File: src/rtl/queue_calc_sequencer.sv
// Command sequencer for the calculator operand queue: it accepts PUSH/REDUCE/RESULT/CLEAR
// commands, drives the queue opcode bus, runs the ALU on the front pair and latches errors.
module queue_calc_sequencer #(
    parameter int W     = 8,
    parameter int DEPTH = 5
) (
    input  logic           clk,
    input  logic           rst,
    input  logic           cmd_valid,
    output logic           cmd_ready,
    input  logic [1:0]     cmd_type,
    input  logic [W-1:0]   cmd_data,
    input  logic [1:0]     cmd_aluop,
    output logic [1:0]     q_opcode,
    output logic [W-1:0]   q_back,
    input  logic [2*W-1:0] q_top_conc,
    input  logic           q_is_err,
    output logic           res_valid,
    output logic [W-1:0]   res_data,
    output logic [2:0]     count,
    output logic           busy,
    output logic           err,
    output logic [1:0]     err_code,
    input  logic           err_clr
);

    localparam logic [1:0] CMD_PUSH   = 2'b00;
    localparam logic [1:0] CMD_REDUCE = 2'b01;
    localparam logic [1:0] CMD_RESULT = 2'b10;

    localparam logic [1:0] OP_PUSH    = 2'b00;
    localparam logic [1:0] OP_NOP     = 2'b01;
    localparam logic [1:0] OP_REPLACE = 2'b10;
    localparam logic [1:0] OP_POP     = 2'b11;

    localparam logic [1:0] ALU_ADD = 2'b00;
    localparam logic [1:0] ALU_SUB = 2'b01;
    localparam logic [1:0] ALU_AND = 2'b10;

    localparam logic [1:0] ERR_NONE  = 2'b00;
    localparam logic [1:0] ERR_OVF   = 2'b01;
    localparam logic [1:0] ERR_UNF   = 2'b10;
    localparam logic [1:0] ERR_QUEUE = 2'b11;

    localparam logic [2:0] DEPTH_C = 3'(DEPTH);

    typedef enum logic [2:0] {
        S_IDLE,
        S_PUSH,
        S_CALC,
        S_WRITE,
        S_POP,
        S_CLEAR,
        S_ERR
    } state_t;

    state_t         state_reg;
    logic [1:0]     q_opcode_reg;
    logic [W-1:0]   data_reg;
    logic [1:0]     aluop_reg;
    logic [W-1:0]   alu_reg;
    logic           res_valid_reg;
    logic [W-1:0]   res_data_reg;
    logic [2:0]     count_reg;
    logic [1:0]     err_code_reg;

    logic           handshake;
    logic [W-1:0]   opnd_a;
    logic [W-1:0]   opnd_b;
    logic [W-1:0]   alu_next;

    assign handshake = cmd_valid && (state_reg == S_IDLE);

    // front entry is operand a, the one behind it is operand b
    always_comb begin
        opnd_a = q_top_conc[W-1:0];
        opnd_b = q_top_conc[2*W-1:W];
        case (aluop_reg)
            ALU_ADD: alu_next = opnd_a + opnd_b;
            ALU_SUB: alu_next = opnd_a - opnd_b;
            ALU_AND: alu_next = opnd_a & opnd_b;
            default: alu_next = opnd_a ^ opnd_b;
        endcase
    end

    always_ff @(posedge clk or posedge rst) begin
        if (rst) begin
            state_reg     <= S_IDLE;
            q_opcode_reg  <= OP_NOP;
            data_reg      <= '0;
            aluop_reg     <= 2'b00;
            alu_reg       <= '0;
            res_valid_reg <= 1'b0;
            res_data_reg  <= '0;
            count_reg     <= 3'd0;
            err_code_reg  <= ERR_NONE;
        end else begin
            res_valid_reg <= 1'b0;
            if ((state_reg != S_ERR) && q_is_err) begin
                // a queue fault aborts whatever is in flight, including a same-cycle illegal command
                state_reg    <= S_ERR;
                q_opcode_reg <= OP_NOP;
                err_code_reg <= ERR_QUEUE;
            end else begin
                case (state_reg)
                    S_IDLE: begin
                        if (handshake) begin
                            data_reg  <= cmd_data;
                            aluop_reg <= cmd_aluop;
                            case (cmd_type)
                                CMD_PUSH: begin
                                    if (count_reg == DEPTH_C) begin
                                        state_reg    <= S_ERR;
                                        err_code_reg <= ERR_OVF;
                                    end else begin
                                        state_reg    <= S_PUSH;
                                        q_opcode_reg <= OP_PUSH;
                                    end
                                end
                                CMD_REDUCE: begin
                                    if (count_reg < 3'd2) begin
                                        state_reg    <= S_ERR;
                                        err_code_reg <= ERR_UNF;
                                    end else begin
                                        state_reg <= S_CALC;
                                    end
                                end
                                CMD_RESULT: begin
                                    if (count_reg == 3'd0) begin
                                        state_reg    <= S_ERR;
                                        err_code_reg <= ERR_UNF;
                                    end else begin
                                        state_reg    <= S_POP;
                                        q_opcode_reg <= OP_POP;
                                    end
                                end
                                default: begin
                                    state_reg    <= S_CLEAR;
                                    q_opcode_reg <= (count_reg != 3'd0) ? OP_POP : OP_NOP;
                                end
                            endcase
                        end
                    end
                    S_PUSH: begin
                        count_reg    <= count_reg + 3'd1;
                        state_reg    <= S_IDLE;
                        q_opcode_reg <= OP_NOP;
                    end
                    S_CALC: begin
                        alu_reg      <= alu_next;
                        state_reg    <= S_WRITE;
                        q_opcode_reg <= OP_REPLACE;
                    end
                    S_WRITE: begin
                        count_reg    <= count_reg - 3'd1;
                        state_reg    <= S_IDLE;
                        q_opcode_reg <= OP_NOP;
                    end
                    S_POP: begin
                        res_data_reg  <= q_top_conc[W-1:0];
                        res_valid_reg <= 1'b1;
                        count_reg     <= count_reg - 3'd1;
                        state_reg     <= S_IDLE;
                        q_opcode_reg  <= OP_NOP;
                    end
                    S_CLEAR: begin
                        // the pop issued this cycle empties the queue when count is 1
                        if (count_reg > 3'd1) begin
                            count_reg    <= count_reg - 3'd1;
                            q_opcode_reg <= OP_POP;
                        end else begin
                            count_reg    <= 3'd0;
                            state_reg    <= S_IDLE;
                            q_opcode_reg <= OP_NOP;
                        end
                    end
                    S_ERR: begin
                        q_opcode_reg <= OP_NOP;
                        if (err_clr && !q_is_err) begin
                            state_reg    <= S_IDLE;
                            err_code_reg <= ERR_NONE;
                        end
                    end
                    default: begin
                        state_reg    <= S_IDLE;
                        q_opcode_reg <= OP_NOP;
                    end
                endcase
            end
        end
    end

    assign cmd_ready = (state_reg == S_IDLE);
    assign busy      = (state_reg != S_IDLE);
    assign err       = (state_reg == S_ERR);
    assign q_opcode  = q_opcode_reg;
    assign q_back    = (state_reg == S_WRITE) ? alu_reg : data_reg;
    assign res_valid = res_valid_reg;
    assign res_data  = res_data_reg;
    assign count     = count_reg;
    assign err_code  = err_code_reg;

endmodule

File: config.mk
export PLATFORM = sky130hd
export DESIGN_NAME = queue_calc_sequencer
export DESIGN_NICKNAME = d
export VERILOG_FILES = /design/src/rtl/queue_calc_sequencer.sv
export SDC_FILE = /design/constraint.sdc
export NUM_CORES = 1
export LEC_CHECK = 0
export CAP_MARGIN = 20
export CORE_AREA = 2 2 80 82
export CTS_CLUSTER_SIZE = 25
export DETAILED_ROUTE_END_ITERATION = 6
export DIE_AREA = 0 0 82 84
export PLACE_DENSITY = 0.8
export SLEW_MARGIN = 20
export SYNTH_ARGS = -nofsm -noshare
export SYNTH_HDL_FRONTEND = slang
export SYNTH_SLANG_ARGS = --single-unit
File: constraint.sdc
create_clock -name clk -period 2.3 [get_ports clk]
set_clock_uncertainty 0.2 [all_clocks]
set_input_delay 0.46 -clock clk [delete_from_list [all_inputs] [get_ports clk]]
set_output_delay 0.46 -clock clk [all_outputs]
set_load 0.05 [all_outputs]
==> results of run 1 <==
critical path, stage by stage:
cell             delay (ps)
clkdlybuf4s15_2         200
buf_6                   130
nor3_4                  190
nor2_1                   80
xnor2_1                 140
ha_2                    210
a21o_1                  180
a21o_1                  160
a221oi_2                280
xnor2_1                  90
o21ai_1                 120
nand2_1                  70
final cells by class:
class                   count  area share
flip-flops and latches     37       0.240
clock buffers               6      0.0213
clock inverters             2     0.00968
multi-input cells         206       0.447
well taps                  77      0.0249
inverters                  16      0.0174
repair buffers            101       0.240
how the worst min path moves through the flow:
stage,start,cells past startpoint,endpoint,slack [ps]
detailed placement,res_data[0],1,res_data[0],280
CTS,err_code[0],1,err_code[0],300
finish,res_data[2],1,res_data[2],290
global route,res_data[2],1,res_data[2],310
global placement,alu_reg[0],2,alu_reg[0],270
floorplan,alu_reg[7],2,alu_reg[7],240
cells by family (layout without fill, tap and decap cells):
kind of cell	Yosys count	in the layout	share of synthesized area
fa+ha+maj	25	25	0.120
simple gates	67	67	0.134
mux	37	37	0.152
compound gates	64	64	0.158
buf+inv	26	125	0.0481
xor+xnor	13	13	0.0425
flops	37	37	0.346
synth_stat cells, types with 2 or more instances:
cell,count
a21oi_1,15
nand4_1,2
ha_1,24
xnor2_1,9
nand2b_1,4
nand2_2,2
a211oi_1,2
o21ai_1,11
o211ai_1,2
buf_2,6
nor2_1,18
nand2_1,15
mux2_1,28
a21o_1,3
o31ai_1,3
inv_1,12
o22ai_1,3
nor3_1,8
mux2i_1,8
nor2b_1,3
nand3_1,2
and3_1,3
o21ai_0,10
inv_2,3
xor2_1,4
dfrtp_1,36
buf_6,2
routing by layer:
layer	global-route usage	routed length, um
met4	0.0470	97
met2	0.350	3310
met1	0.250	2810
met3	0.0335	240
met5	0	0
repair_timing:
action,4_1_cts,5_1_grt
hold endpoints to repair,0,0
pin swaps,18,8
gates resized for setup,30,12
hold buffers,0,0
setup endpoints to repair,13,18
setup buffers,3,1
power by group:
group | switching, mW | internal, mW
logic | 2.07 | 1.48
registers | 0.253 | 0.970
clock network | 0.239 | 0.353
through the flow:
step / total power, mW / setup TNS [ps] / hold WS (ps) / util
global placement: 4.60 / -4050 / 271 / 0.596
finish: 5.36 / -25.2 / 289 / 0.636
floorplan: 3.58 / -57.3 / 238 / -
detailed placement: 4.66 / -4340 / 275 / 0.596
CTS: 5.34 / -57.7 / 296 / 0.628
global route: 5.71 / -928 / 307 / 0.636
==> impl_metrics.toml, run 1 <==
[routing]
dr_total_vias = 2322
drt-total-wl_um = 6450
via_per_inst = 5.22
detail_route.iter0.violations = 85
post-route-drc-count = 0
drtPass1Iterations = 4
antenna_left = 0
wl_per_cell_um = 14.5

[global_routing]
grt_pass1_wl_um = 10800
grt_overflow = 0
grt_util_all_layers = 0.199
grt_pass1_vias = 2369
grt_max_degree = 38
antenna_found_initial = 0

[finish]
area_delta_synth_final_pct = 44.6
fin_area_sq_um = 3880
layout_commonest_cell = "buf_4"
seqCellArea_sq_um = 928
n_antenna_cell = 0
nets = 425
layout_common_cells = "49 x buf_4, 37 x clkdlybuf4s50_1, 35 x dfrtp_1"
multiInputGateArea_sq_um = 1730
layout.cells.non_filler = 445
drive_above_1_share = 0.296
nFillCells = 507

[yosys]
synth_area_leaders = "dfrtp_1 34%, mux2_1 12%, ha_1 11%"
synth.ff_latch_count = 37
synthCells = 269
syn_area_per_cell_sq_um = 9.96
synth_top_area_share = 0.336
synth_area_sq_um = 2680
yosysSeqAreaShare = 0.346
syn-num-nets = 327
yosysWarnings = 0
yosysUniqueCellTypes = 58
postSynth.asyncResetShare = 1.00
yosysTopAreaCell = "dfrtp_1"
synth_edf_count = 0
synth_flop_cell = "dfrtp_1"

[worst_hold_path]
worstHoldPathType = "register to register"

[worst_setup_path]
path_max_fanout = 4
startpoint = "q_top_conc[9]"
endpoint_kind = "register"
reg2regPathDepth = 10
worstSetupStartpointType = "input port"
worstReg2RegEnd = "alu_reg[7]"
timing.rr.start = "aluop_reg[1]"
endpoint = "alu_reg[7]"
cp.arrival_ps = 2300
r2r_slack_ps = -20
required_ps = 2280
criticalPathCategory = "input port to register"

[timing]
drv_slew = 0
worstMarginPinSlew_ps = 505
fin_crit_ps = 2330
rsz0062_at_grt = "yes"
max_freq_mhz = 430
slew_headroom = 0.662
period_share = 1.01
setup_viol = 1
setup_slack_ps = -25.2
hold_viol_final = 0

[placed_design]
gp_congestion = 0.926
postPlaceCellArea_sq_um = 3640
port_buffers = 59
placed_cells_incl_taps = 434
pre_cts_ws_ps = -643
place_hpwl_um = 4960

[floorplan]
io_pins = 60
die-width_um = 82
start_util = 0.440
rows = 29
chipHeight_um = 84
core_sq_um = 6100
die_area_sq_um = 6890

[power_and_ir_drop]
powerDensity_nw_per_um2 = 1380
ir_drop_mv = 0.887
p_leak_nw = 1.74

[clocking]
clock_latency_ps = 290
path_clk_slew_ps = 70
cts_tree = "done"
cts_root_buf = "clkbuf_8"
numCtsBuffers = 5
cts.sinks = 37
clockBufferDepth = 2
htreeDepth = 2

[status]
violations = "negative setup slack"
run_status = "finished with violations"

[run]
maxCapViolCount = 0
(Power assumes the default switching activity.)
==> run 2: changes to the inputs <==
SLEW_MARGIN = unset   (was 20)
==> results of run 2 <==
Same layout as run 1: the final DEF is identical, and so are final timing and power.
